`src/rtl/local_oscillator_sequencer.sv`:
```
// Local-oscillator table read sequencer (ADC clock domain).
// Walks the LO table RAM from entry 0 up to a runtime last address, restarts
// phase on an external sync, flags syncs that arrive out of phase, and splits
// each 2-sample read word into registered cos/sin samples with valid/marker.
module local_oscillator_sequencer #(
  parameter int ADDRESS_WIDTH = 10,
  parameter int SAMPLE_WIDTH  = 18
) (
  input  logic                      adcClk,
  input  logic                      adcReset_n,
  input  logic                      enable,
  input  logic [ADDRESS_WIDTH-1:0]  lastAddr,
  input  logic                      syncPulse,
  input  logic                      clearError,
  output logic [ADDRESS_WIDTH-1:0]  rAddr,
  input  logic [2*SAMPLE_WIDTH-1:0] rData,
  output logic [SAMPLE_WIDTH-1:0]   loCos,
  output logic [SAMPLE_WIDTH-1:0]   loSin,
  output logic                      loValid,
  output logic                      loMarker,
  output logic                      running,
  output logic                      resyncError,
  output logic [7:0]                resyncCount
);

  typedef enum logic [1:0] {
    S_IDLE,
    S_WAIT_SYNC,
    S_RUN
  } state_t;

  state_t                     r_state;
  state_t                     w_next_state;
  logic [ADDRESS_WIDTH-1:0]   r_last_addr;
  logic                       r_valid_p1;
  logic                       r_marker_p1;
  logic                       w_issue;
  logic                       w_wrap;
  logic                       w_restart;
  logic                       w_misaligned;
  logic                       w_relatch;

  // State register.
  always_ff @(posedge adcClk) begin
    if (!adcReset_n) r_state <= S_IDLE;
    else             r_state <= w_next_state;
  end

  // Next-state and per-cycle control decode; enable=0 overrides any sync.
  always_comb begin
    w_next_state = r_state;
    case (r_state)
      S_IDLE:      if (enable) w_next_state = S_WAIT_SYNC;
      S_WAIT_SYNC: begin
        if (!enable)        w_next_state = S_IDLE;
        else if (syncPulse) w_next_state = S_RUN;
      end
      S_RUN:       if (!enable) w_next_state = S_IDLE;
      default:     w_next_state = S_IDLE;
    endcase
    w_issue      = (r_state == S_RUN) && enable;
    w_wrap       = (rAddr == r_last_addr);
    w_restart    = w_issue && (syncPulse || w_wrap);
    w_misaligned = w_issue && syncPulse && !w_wrap;
    w_relatch    = ((r_state == S_WAIT_SYNC) && enable && syncPulse) || w_restart;
  end

  assign running = (r_state == S_RUN);

  // Read address: counts while issuing, otherwise parked at 0.
  always_ff @(posedge adcClk) begin
    if (!adcReset_n)              rAddr <= '0;
    else if (w_issue && !w_restart) rAddr <= rAddr + 1'b1;
    else                          rAddr <= '0;
  end

  // Table length is only sampled at phase restarts so a pass is never cut short.
  always_ff @(posedge adcClk) begin
    if (!adcReset_n)    r_last_addr <= '0;
    else if (w_relatch) r_last_addr <= lastAddr;
  end

  // Two-stage valid/marker pipe matching the RAM read latency plus output register;
  // enable low squashes both stages so no stale sample escapes after leaving RUN.
  always_ff @(posedge adcClk) begin
    if (!adcReset_n) begin
      r_valid_p1  <= 1'b0;
      r_marker_p1 <= 1'b0;
      loValid     <= 1'b0;
      loMarker    <= 1'b0;
      loCos       <= '0;
      loSin       <= '0;
    end else begin
      r_valid_p1  <= w_issue;
      r_marker_p1 <= w_issue && (rAddr == '0);
      loValid     <= r_valid_p1 && enable;
      loMarker    <= r_marker_p1 && enable;
      if (r_valid_p1 && enable) begin
        loCos <= rData[SAMPLE_WIDTH-1:0];
        loSin <= rData[2*SAMPLE_WIDTH-1:SAMPLE_WIDTH];
      end
    end
  end

  // Misaligned-sync bookkeeping; a new error outranks a simultaneous clear.
  always_ff @(posedge adcClk) begin
    if (!adcReset_n) begin
      resyncError <= 1'b0;
      resyncCount <= '0;
    end else if (w_misaligned) begin
      resyncError <= 1'b1;
      if (clearError)                resyncCount <= 8'd1;
      else if (resyncCount != '1)    resyncCount <= resyncCount + 8'd1;
    end else if (clearError) begin
      resyncError <= 1'b0;
      resyncCount <= '0;
    end
  end

endmodule

```
`config.mk`:
```
export PLATFORM = sky130hd
export DESIGN_NAME = local_oscillator_sequencer
export DESIGN_NICKNAME = d
export VERILOG_FILES = /design/src/rtl/local_oscillator_sequencer.sv
export SDC_FILE = /design/constraint.sdc
export NUM_CORES = 1
export LEC_CHECK = 0
export CORE_MARGIN = 2
export CORE_UTILIZATION = 44
export CTS_BUF_LIST = sky130_fd_sc_hd__clkbuf_16
export CTS_CLUSTER_DIAMETER = 120
export DETAILED_ROUTE_END_ITERATION = 8
export PLACE_DENSITY = 0.82
export SLEW_MARGIN = 10
export SYNTH_ARGS = -nofsm -noshare
export SYNTH_HDL_FRONTEND = slang
export SYNTH_SLANG_ARGS = --single-unit
```
`constraint.sdc`:
```
create_clock -name adcClk -period 2.15 [get_ports adcClk]
set_input_delay 0.5375 -clock adcClk [delete_from_list [all_inputs] [get_ports adcClk]]
set_output_delay 0.5375 -clock adcClk [all_outputs]
set_load 0.03 [all_outputs]
```
==> results of run 1 <==
==> how the worst min path moves through the flow <==
stage                           from    endpoint
after CTS                 r_state[1]  r_state[0]
after global placement    r_state[1]  r_state[0]
after global routing      r_state[1]  r_state[0]
after floorplan           r_state[1]  r_state[0]
final                     r_state[1]  r_state[0]
after detailed placement  r_state[1]  r_state[0]
==> layout make-up <==
type                            count  area (um2)
Inverter                            8        30.0
Sequential cell                    71        1420
Tap cell                           80         100
Fill cell                         554        2250
Clock inverter                      7        65.1
Antenna cell                        1        2.50
Multi-Input combinational cell    241        1430
Clock buffer                        9         225
Timing Repair Buffer              115        1150
==> repair_timing <==
| action | CTS | global route |
|---|---|---|
| endpoints found under the setup margin | 1 | 1 |
| gates resized for setup | 1 | 1 |
| pin swaps | 0 | 0 |
==> cell families after synthesis <==
logic type	count (synthesis)	synth area share [%]
simple gates	150	22.2
flops	71	47.6
compound gates	60	15.1
buf+inv	27	4.48
xor+xnor	18	6.03
mux	10	3.35
fa+ha+maj	3	1.26
==> report_power, final <==
part / internal (mW) / switching [mW] / leakage (nW) / total (mW)
logic: 0.115 / 0.0616 / 0.952 / 0.177
clock network: 0.888 / 0.527 / 0.148 / 1.42
registers: 1.33 / 0.00635 / 0.572 / 1.33
total: 2.33 / 0.595 / 1.67 / 2.92
==> routing by layer <==
layer | track usage (%) | part of all wire (%) | vias to the layer above
met5 | 0 | 0 | -
met4 | 6.96 | 1.1 | 0
met3 | 4.95 | 4.8 | 6
met2 | 32.5 | 51 | 73
met1 | 22.5 | 43 | 1243
li1 | - | - | 1354
==> state kept, by name, summed over array words and instances (netlist names) <==
signal,flops
loCos,18
loSin,18
rAddr,10
r_last_addr,10
resyncCount,8
r_state,2
loMarker,1
loValid,1
r_marker_p1,1
r_valid_p1,1
resyncError,1
==> layout by cell type, fill, tap and decap left out, types with 5 or more instances in the layout <==
master           Yosys  final
nand3_1              6      6
clkdlybuf4s50_1      0    105
dfxtp_1             71     71
buf_4                0      5
clkbuf_16            0      9
and3_1               7      7
xnor2_1              8      8
a21oi_1              5      5
mux2i_1             10     10
nor2_1              16     16
inv_1                8      9
nand2_1            101    101
a21boi_0            36     36
xor2_1               7      7
==> per-stage QoR <==
step	worst slack [ns]	instances
floorplan	0.347	339
global placement	0.127	515
detailed placement	0.0948	515
CTS	0.0311	531
global route	0.00542	532
finish	0.0833	532
==> run summary, run 1 <==
Reg2Reg Launch Point = rAddr[7]
maximum buffer depth of the clock tree = 2
Register-to-Register Setup Slack = 0.41 ns
worst-path cell chain = clkdlybuf4s50_1
IO buf count = 108
vias per cell = 5.03
ys flop type = dfxtp_1
WHS Path Cells = 1
Power Density = 660 nW/um2
max-slew violations = 0
Post-synth ARST share = 0%
r2r endpoint = resyncCount[0]
first-pass GRT wire length = 11200 um
HPWL after detailed placement = 4960 um
placed cell area = 4140 um2
syn nets = 393
final setup vio count = 0
post-route cell area = 4430 um2
DRC = 0
post-synth top area cell = dfxtp_1
Worst Path Max Fanout = 6
fmax = 484 MHz
antenna violations before repair = 1
Layout area overhead = 48.3%
Largest delay share family, worst path = buffers and inverters
VDD IR max = 0.488 mV
leakage power = 1.67 nW
Initial Utilization = 44.7%
Finished Core Util = 66.3%
Critical Setup Path Class = flip-flop to primary output
worst setup path endpoint = rAddr[7]
initial DRC count = 77
I/O pins = 109
Total GRT Usage = 18.8%
clk slew on worst S/H paths = 0.05 ns
Yosys reg bits = 71
CTS Sinks = 71
Worst Path Buf+Inv = 1
CTS tree = yes
final hold violation count = 0
post-synthesis sequential area ratio = 47.6%
post-synth design cell area = 2990 um2
Worst Max-Slew Pin Slew = 0.373 ns
vias in the first global route = 2488
Synth Area per Inst = 8.81 um2
worst r2r path cells = 5
top-count cell post-synth = nand2_1
Yosys cell types = 43
max-cap violations = 0
Critical path origin = rAddr[7]
largest net degree at the start of global routing = 37
Worst Path Required = 1.61 ns
Slew Limit Headroom = 75.1%
row count = 30
Die Span Y = 86.4 um
Final ANT Viol Nets = 0
die area = 7460 um2
Cells after Synth = 339
Hold Buf Count CTS = 0
Placer Congestion = 0.757
Die W = 86.4 um
Synth area leaders = dfxtp_1 (48%), nand2_1 (13%), a21boi_0 (9.0%)
Crit. End Element = primary output
RSZ-0062 raised after global routing = no
Post-Route WL = 7030 um
type of origin of the critical path = flip-flop
fin crit share = 96.1%
H-Tree Depth = 3
post-synth top area share = 47.6%
drt first pass iters = 4
Hold WS = 0.447 ns
CP max stage delay = 0.73 ns
fraction of layout cells with a size suffix above 1 = 6.87%
Worst path slowest cell = clkdlybuf4s50_1
status = complete, no violations
DR vias = 2676
final layout net count = 500
Hold Crit Class = flip-flop to flip-flop
Synthesis Warnings = 0
EDFF count, synth = 0
postcts setup bufs = 0
Tmin final = 2.07 ns
Clock Latency Late Sink = 0.32 ns
skew final = 0.00576 ns
CP Data Arrival Time = 1.53 ns
core area = 6680 um2
Critical Path Stages = 1
Synth top cells by count = nand2_1 (101), dfxtp_1 (71), a21boi_0 (36)
Pwr Total = 2.92 mW
Num CTS Buffers = 9
Wirelength per Cell = 13.2 um
setup_tns = 0 ns
GRT overflow = 0
clk root buf = clkbuf_16
Power figures use the tool's default switching activity.
==> run 2: changes to the inputs <==
CORE_UTILIZATION = 35   (was 44)
PLACE_DENSITY = 0.68   (was 0.82)
==> run 2 against run 1 <==
Effect of this change: sequential power hardly changed; critical path depth stayed put; design area is 0.71% higher; first-iteration DRC count is 13% lower; setup slack worse by 0.012 ns; fmax is 0.58% lower.
==> run summary, run 2 (synthesis gave the netlist of run 1 again) <==
Critical path origin = rAddr[0]
Power Density = 662 nW/um2 (+0.27%)
worst-path cell chain = clkdlybuf4s50_1
highest-count cells in the layout ignoring fill and taps = clkdlybuf4s50_1 (105), nand2_1 (101), dfxtp_1 (71)
fin crit share = 96.7% (+0.56 points)
Hold Crit Class = flip-flop to flip-flop
Final ANT Viol Nets = 0 (unchanged)
Critical Path Stages = 1 (unchanged)
largest net degree at the start of global routing = 63 (+70%)
ANT cells = 0 (-1)
die area = 9290 um2 (+24%)
Initial Utilization = 36.2% (-8.5 points)
CP max stage delay = 0.74 ns (about the same)
row count = 33 (+10%)
fraction of layout cells with a size suffix above 1 = 6.44% (-0.43 points)
Layout Cells excl Fill = 555 (+4.3%)
final hold violation count = 0 (unchanged)
Reg2Reg Launch Point = rAddr[0]
r2r endpoint = resyncCount[0]
Largest delay share family, worst path = buffers and inverters
Crit. End Element = primary output
fmax = 481 MHz (-0.58%)
post-route cell area = 4460 um2 (+0.71%)
Critical Setup Path Class = flip-flop to primary output
antenna violations before repair = 0 (-1)
type of origin of the critical path = flip-flop
Worst Path Max Fanout = 8 (+2)
WHS Path Cells = 1 (unchanged)
CTS tree = yes
vias in the first global route = 2445 (-1.7%)
DR vias = 2601 (-2.8%)
Layout area overhead = 49.4%
Register-to-Register Setup Slack = 0.38 ns (-0.03 ns)
Num CTS Buffers = 9 (unchanged)
postcts setup bufs = 0 (unchanged)
Worst Path Buf+Inv = 1 (unchanged)
final setup vio count = 0 (unchanged)
Slew Limit Headroom = 73.2% (-2.0 points)
clk slew on worst S/H paths = 0.06 ns (about the same)
Tmin final = 2.08 ns (+0.0121 ns)
Worst Max-Slew Pin Slew = 0.403 ns (+0.0296 ns)
setup_tns = 0 ns (unchanged)
commonest non-fill, non-tap cell in the layout = clkdlybuf4s50_1
I/O pins = 109 (unchanged)
maximum buffer depth of the clock tree = 2 (unchanged)
drt first pass iters = 5 (+1)
GRT overflow = 0 (unchanged)
Post-Route WL = 7150 um (+1.6%)
Clock Latency Late Sink = 0.32 ns (about the same)
CP Data Arrival Time = 1.54 ns (about the same)
Die Span Y = 96.4 um (+12%)
CTS Sinks = 71 (unchanged)
DRC = 0 (unchanged)
worst setup path endpoint = rAddr[0]
Post-Place Cells = 539 (+4.7%)
core area = 8260 um2 (+24%)
vias per cell = 4.69 (-6.8%)
skew final = 0.00813 ns (+0.00237 ns)
placed cell area = 4170 um2 (+0.88%)
worst r2r path cells = 5 (unchanged)
Die W = 96.4 um (+12%)
Pwr Total = 2.95 mW (+0.98%)
Wirelength per Cell = 12.9 um (-2.6%)
clk root buf = clkbuf_16
final layout net count = 499 (-0.20%)
status = complete, no violations
Total GRT Usage = 15.9% (-3.0 points)
Placer Congestion = 0.824 (+9.0%)
VDD IR max = 0.481 mV (-1.4%)
initial DRC count = 67 (-13%)
Worst path slowest cell = clkdlybuf4s50_1
leakage power = 1.66 nW (-0.59%)
HPWL after detailed placement = 4940 um (-0.46%)
RSZ-0062 raised after global routing = no
H-Tree Depth = 3 (unchanged)
max-slew violations = 0 (unchanged)
IO buf count = 108 (unchanged)
Hold WS = 0.451 ns (+0.00431 ns)
Worst Path Required = 1.61 ns (about the same)
max-cap violations = 0 (unchanged)
biggest regs = loCos: 18 flops, loSin: 18 flops
first-pass GRT wire length = 11600 um (+3.2%)
==> run 2: metal layers <==
| layer | up-vias | routed length [um] | global-route usage [%] |
|---|---|---|---|
| met4 | 0 | 75 | 5.99 |
| met5 | - | 0 | 0 |
| met1 | 1186 | 3270 | 19.8 |
| li1 | 1348 | - | - |
| met2 | 63 | 3490 | 27.2 |
| met3 | 4 | 321 | 3.10 |
==> run 2: layout make-up <==
type,instances,area (um2)
tap,105,131
multi-input combinational,241,1430
fill,787,3800
timing repair buffer,114,1160
clock buffer,9,225
clock inverter,7,62.6
inverter,8,30.0
sequential,71,1420
==> run 2: report_power, final <==
group | total (mW) | switching, mW | internal, mW
Clock | 1.44 | 0.553 | 0.888
Combinational | 0.180 | 0.0638 | 0.117
Sequential | 1.33 | 0.00626 | 1.32
Total | 2.95 | 0.623 | 2.33
==> run 2: what timing repair did <==
| item | in CTS | in global routing |
|---|---|---|
| pin swaps | 0 | 0 |
| gates cloned | 0 | 0 |
| gates resized for setup | 1 | 1 |
| setup endpoints to repair | 1 | 1 |
| hold buffers | 0 | 0 |
| hold endpoints to repair | 0 | 0 |
==> run 2: worst min-delay path by stage <==
stage	startpoint	endpoint	slack, ns
CTS	r_state[1]	r_state[0]	0.44
global placement	r_state[1]	r_state[0]	0.42
global route	r_state[1]	r_state[0]	0.46
detailed placement	r_state[1]	r_state[0]	0.43
finish	r_state[1]	r_state[0]	0.45
floorplan	r_state[1]	r_state[0]	0.41
==> run 2: per-stage QoR <==
| step | worst slack, ns | util, % |
|---|---|---|
| 3_3_place_gp | 0.105 | 50.5 |
| 3_5_place_dp | 0.0424 | 50.5 |
| 4_1_cts | 0.0232 | 54.0 |
| 6_report | 0.0712 | 54.0 |
| 2_1_floorplan | 0.347 | - |
| 5_1_grt | 0.00469 | 54.0 |
==> run 3: changes to the inputs <==
==> constraint.sdc (replaced) <==
create_clock -name adcClk -period 2.1 [get_ports adcClk]
set_input_delay 0.42 -clock adcClk [delete_from_list [all_inputs] [get_ports adcClk]]
set_output_delay 0.42 -clock adcClk [all_outputs]
set_load 0.03 [all_outputs]
==> run 3 against run 2 <==
Effect of this change: via count increased by 1.0%; critical path depth did not move; sequential power hardly changed; count of clock-buffer cells in the layout did not move; first-iteration DRC count grew 7.5%; critical path type unchanged.
==> run summary, run 3 (synthesis gave the netlist of run 1 again) <==
maximum buffer depth of the clock tree = 2 (unchanged)
vias in the first global route = 2445 (unchanged)
Num CTS Buffers = 9 (unchanged)
skew final = 0.00361 ns (-0.00452 ns)
final setup vio count = 0 (unchanged)
setup_tns = 0 ns (unchanged)
fin crit share = 95.0%
core area = 8260 um2 (unchanged)
highest-count cells in the layout ignoring fill and taps = clkdlybuf4s50_1 (106), nand2_1 (101), dfxtp_1 (71)
Power Density = 697 nW/um2 (+5.3%)
row count = 33 (unchanged)
Clock Latency Late Sink = 0.32 ns (about the same)
Finished Core Util = 54.2% (+0.21 points)
antenna violations before repair = 0 (unchanged)
vias per cell = 4.75 (+1.4%)
Post-Route WL = 7180 um (+0.39%)
Die W = 96.4 um (unchanged)
drt first pass iters = 4 (-1)
VDD IR max = 0.468 mV (-2.8%)
fill count = 808 (+2.7%)
Final ANT Viol Nets = 0 (unchanged)
Met2 Wirelength = 3420 um (-1.9%)
Critical Setup Path Class = flip-flop to primary output
Hold Buf Count CTS = 0 (unchanged)
fmax = 501 MHz
Slew Limit Headroom = 73.5% (+0.30 points)
CP Data Arrival Time = 1.57 ns (+0.03 ns)
worst-path cell chain = clkdlybuf4s50_1
final layout net count = 498 (-0.20%)
Wirelength per Cell = 13.0 um (+0.75%)
Worst Path Max Fanout = 8 (unchanged)
top sig layer = met4
DR vias = 2627 (+1.0%)
DRC = 0 (unchanged)
Tmin final = 1.99 ns
fraction of layout cells with a size suffix above 1 = 6.70% (+0.25 points)
post-route cell area = 4480 um2 (+0.39%)
Crit. End Element = primary output
Largest delay share family, worst path = buffers and inverters
placed cell area = 4170 um2 (-0.18%)
Worst Path Buf+Inv = 1 (unchanged)
Worst Max-Slew Pin Slew = 0.398 ns (-0.00454 ns)
final hold violation count = 0 (unchanged)
ANT cells = 0 (unchanged)
Pwr Total = 3.12 mW (+5.7%)
Worst Path Required = 1.68 ns (+0.07 ns)
GRT overflow = 0 (unchanged)
clk slew on worst S/H paths = 0.05 ns (about the same)
max-cap violations = 0 (unchanged)
type of origin of the critical path = flip-flop
Hold WS = 0.446 ns (-0.00530 ns)
clk root buf = clkbuf_16
largest net degree at the start of global routing = 63 (unchanged)
H-Tree Depth = 3 (unchanged)
WL met3 = 374 um (+17%)
CTS tree = yes
Layout area overhead = 50.0%
commonest non-fill, non-tap cell in the layout = clkdlybuf4s50_1
Hold Crit Class = flip-flop to flip-flop
I/O pins = 109 (unchanged)
initial DRC count = 72 (+7.5%)
HPWL after detailed placement = 5080 um (+2.8%)
DRT met1 WL = 3160 um (-3.4%)
Die Span Y = 96.4 um (unchanged)
CP max stage delay = 0.74 ns (about the same)
status = complete, no violations
leakage power = 1.67 nW (+0.14%)
max-slew violations = 0 (unchanged)
Placer Congestion = 0.814 (-1.3%)
Total GRT Usage = 16.2% (+0.34 points)
Initial Utilization = 36.2% (unchanged)
IO buf count = 108 (unchanged)
RSZ-0062 raised after global routing = no
first-pass GRT wire length = 11600 um (-0.18%)
CTS Sinks = 71 (unchanged)
die area = 9290 um2 (unchanged)
Worst path slowest cell = clkdlybuf4s50_1
biggest regs = loCos: 18 flops, loSin: 18 flops
==> run 3: changes by cell type in the layout (fill, tap and decap cells not counted) <==
| cell | delta |
|---|---|
| clkdlybuf4s50_1 | +1 |
| inv_6 | -1 |
| buf_4 | -1 |
| clkinv_1 | -3 |
| bufinv_16 | +1 |
| clkinv_2 | +1 |
| dlygate4sd2_1 | -1 |
| clkinv_4 | +1 |
==> run 3: final timing paths <==
check                                start              to  slack, ns  depth (start not counted)
worst min-delay path            r_state[1]      r_state[0]       0.45                          1
worst max register to register    rAddr[0]  resyncCount[0]       0.33                          5
worst min register to register  r_state[1]      r_state[0]       0.45                          1
worst max-delay path              rAddr[2]        rAddr[2]       0.11                          1
==> run 3: stage by stage <==
stage | cells | setup WS [ns]
5_1_grt | 553 | 0.0254
6_report | 553 | 0.106
3_3_place_gp | 538 | 0.163
4_1_cts | 553 | 0.0159
2_1_floorplan | 339 | 0.297
3_5_place_dp | 538 | 0.0883
==> run 3: area by class of cell <==
type | instances | area (um2) | area share, %
clock inverter | 6 | 86.3 | 1.93
inverter | 8 | 30.0 | 0.670
tap | 105 | 131 | 2.93
timing repair buffer | 113 | 1150 | 25.8
clock buffer | 9 | 225 | 5.03
multi-input combinational | 241 | 1430 | 32.0
sequential | 71 | 1420 | 31.7
==> run 3: repair_timing <==
| item | in CTS | in global routing |
|---|---|---|
| setup buffers | 0 | 0 |
| resized for setup | 0 | 1 |
| setup endpoints to repair | 0 | 1 |
==> run 3: power by group <==
part	leakage (nW)	total (mW)	internal, mW	switching (mW)
clock network	0.151	1.58	1.03	0.546
logic	0.942	0.183	0.119	0.0639
registers	0.572	1.36	1.36	0.00638
==> run 3: layer usage <==
metal / track usage [%] / vias up
li1: - / 1342
met1: 19.4 / 1197
met2: 26.9 / 71
met3: 3.80 / 17
met4: 8.80 / 0
met5: 0 / -
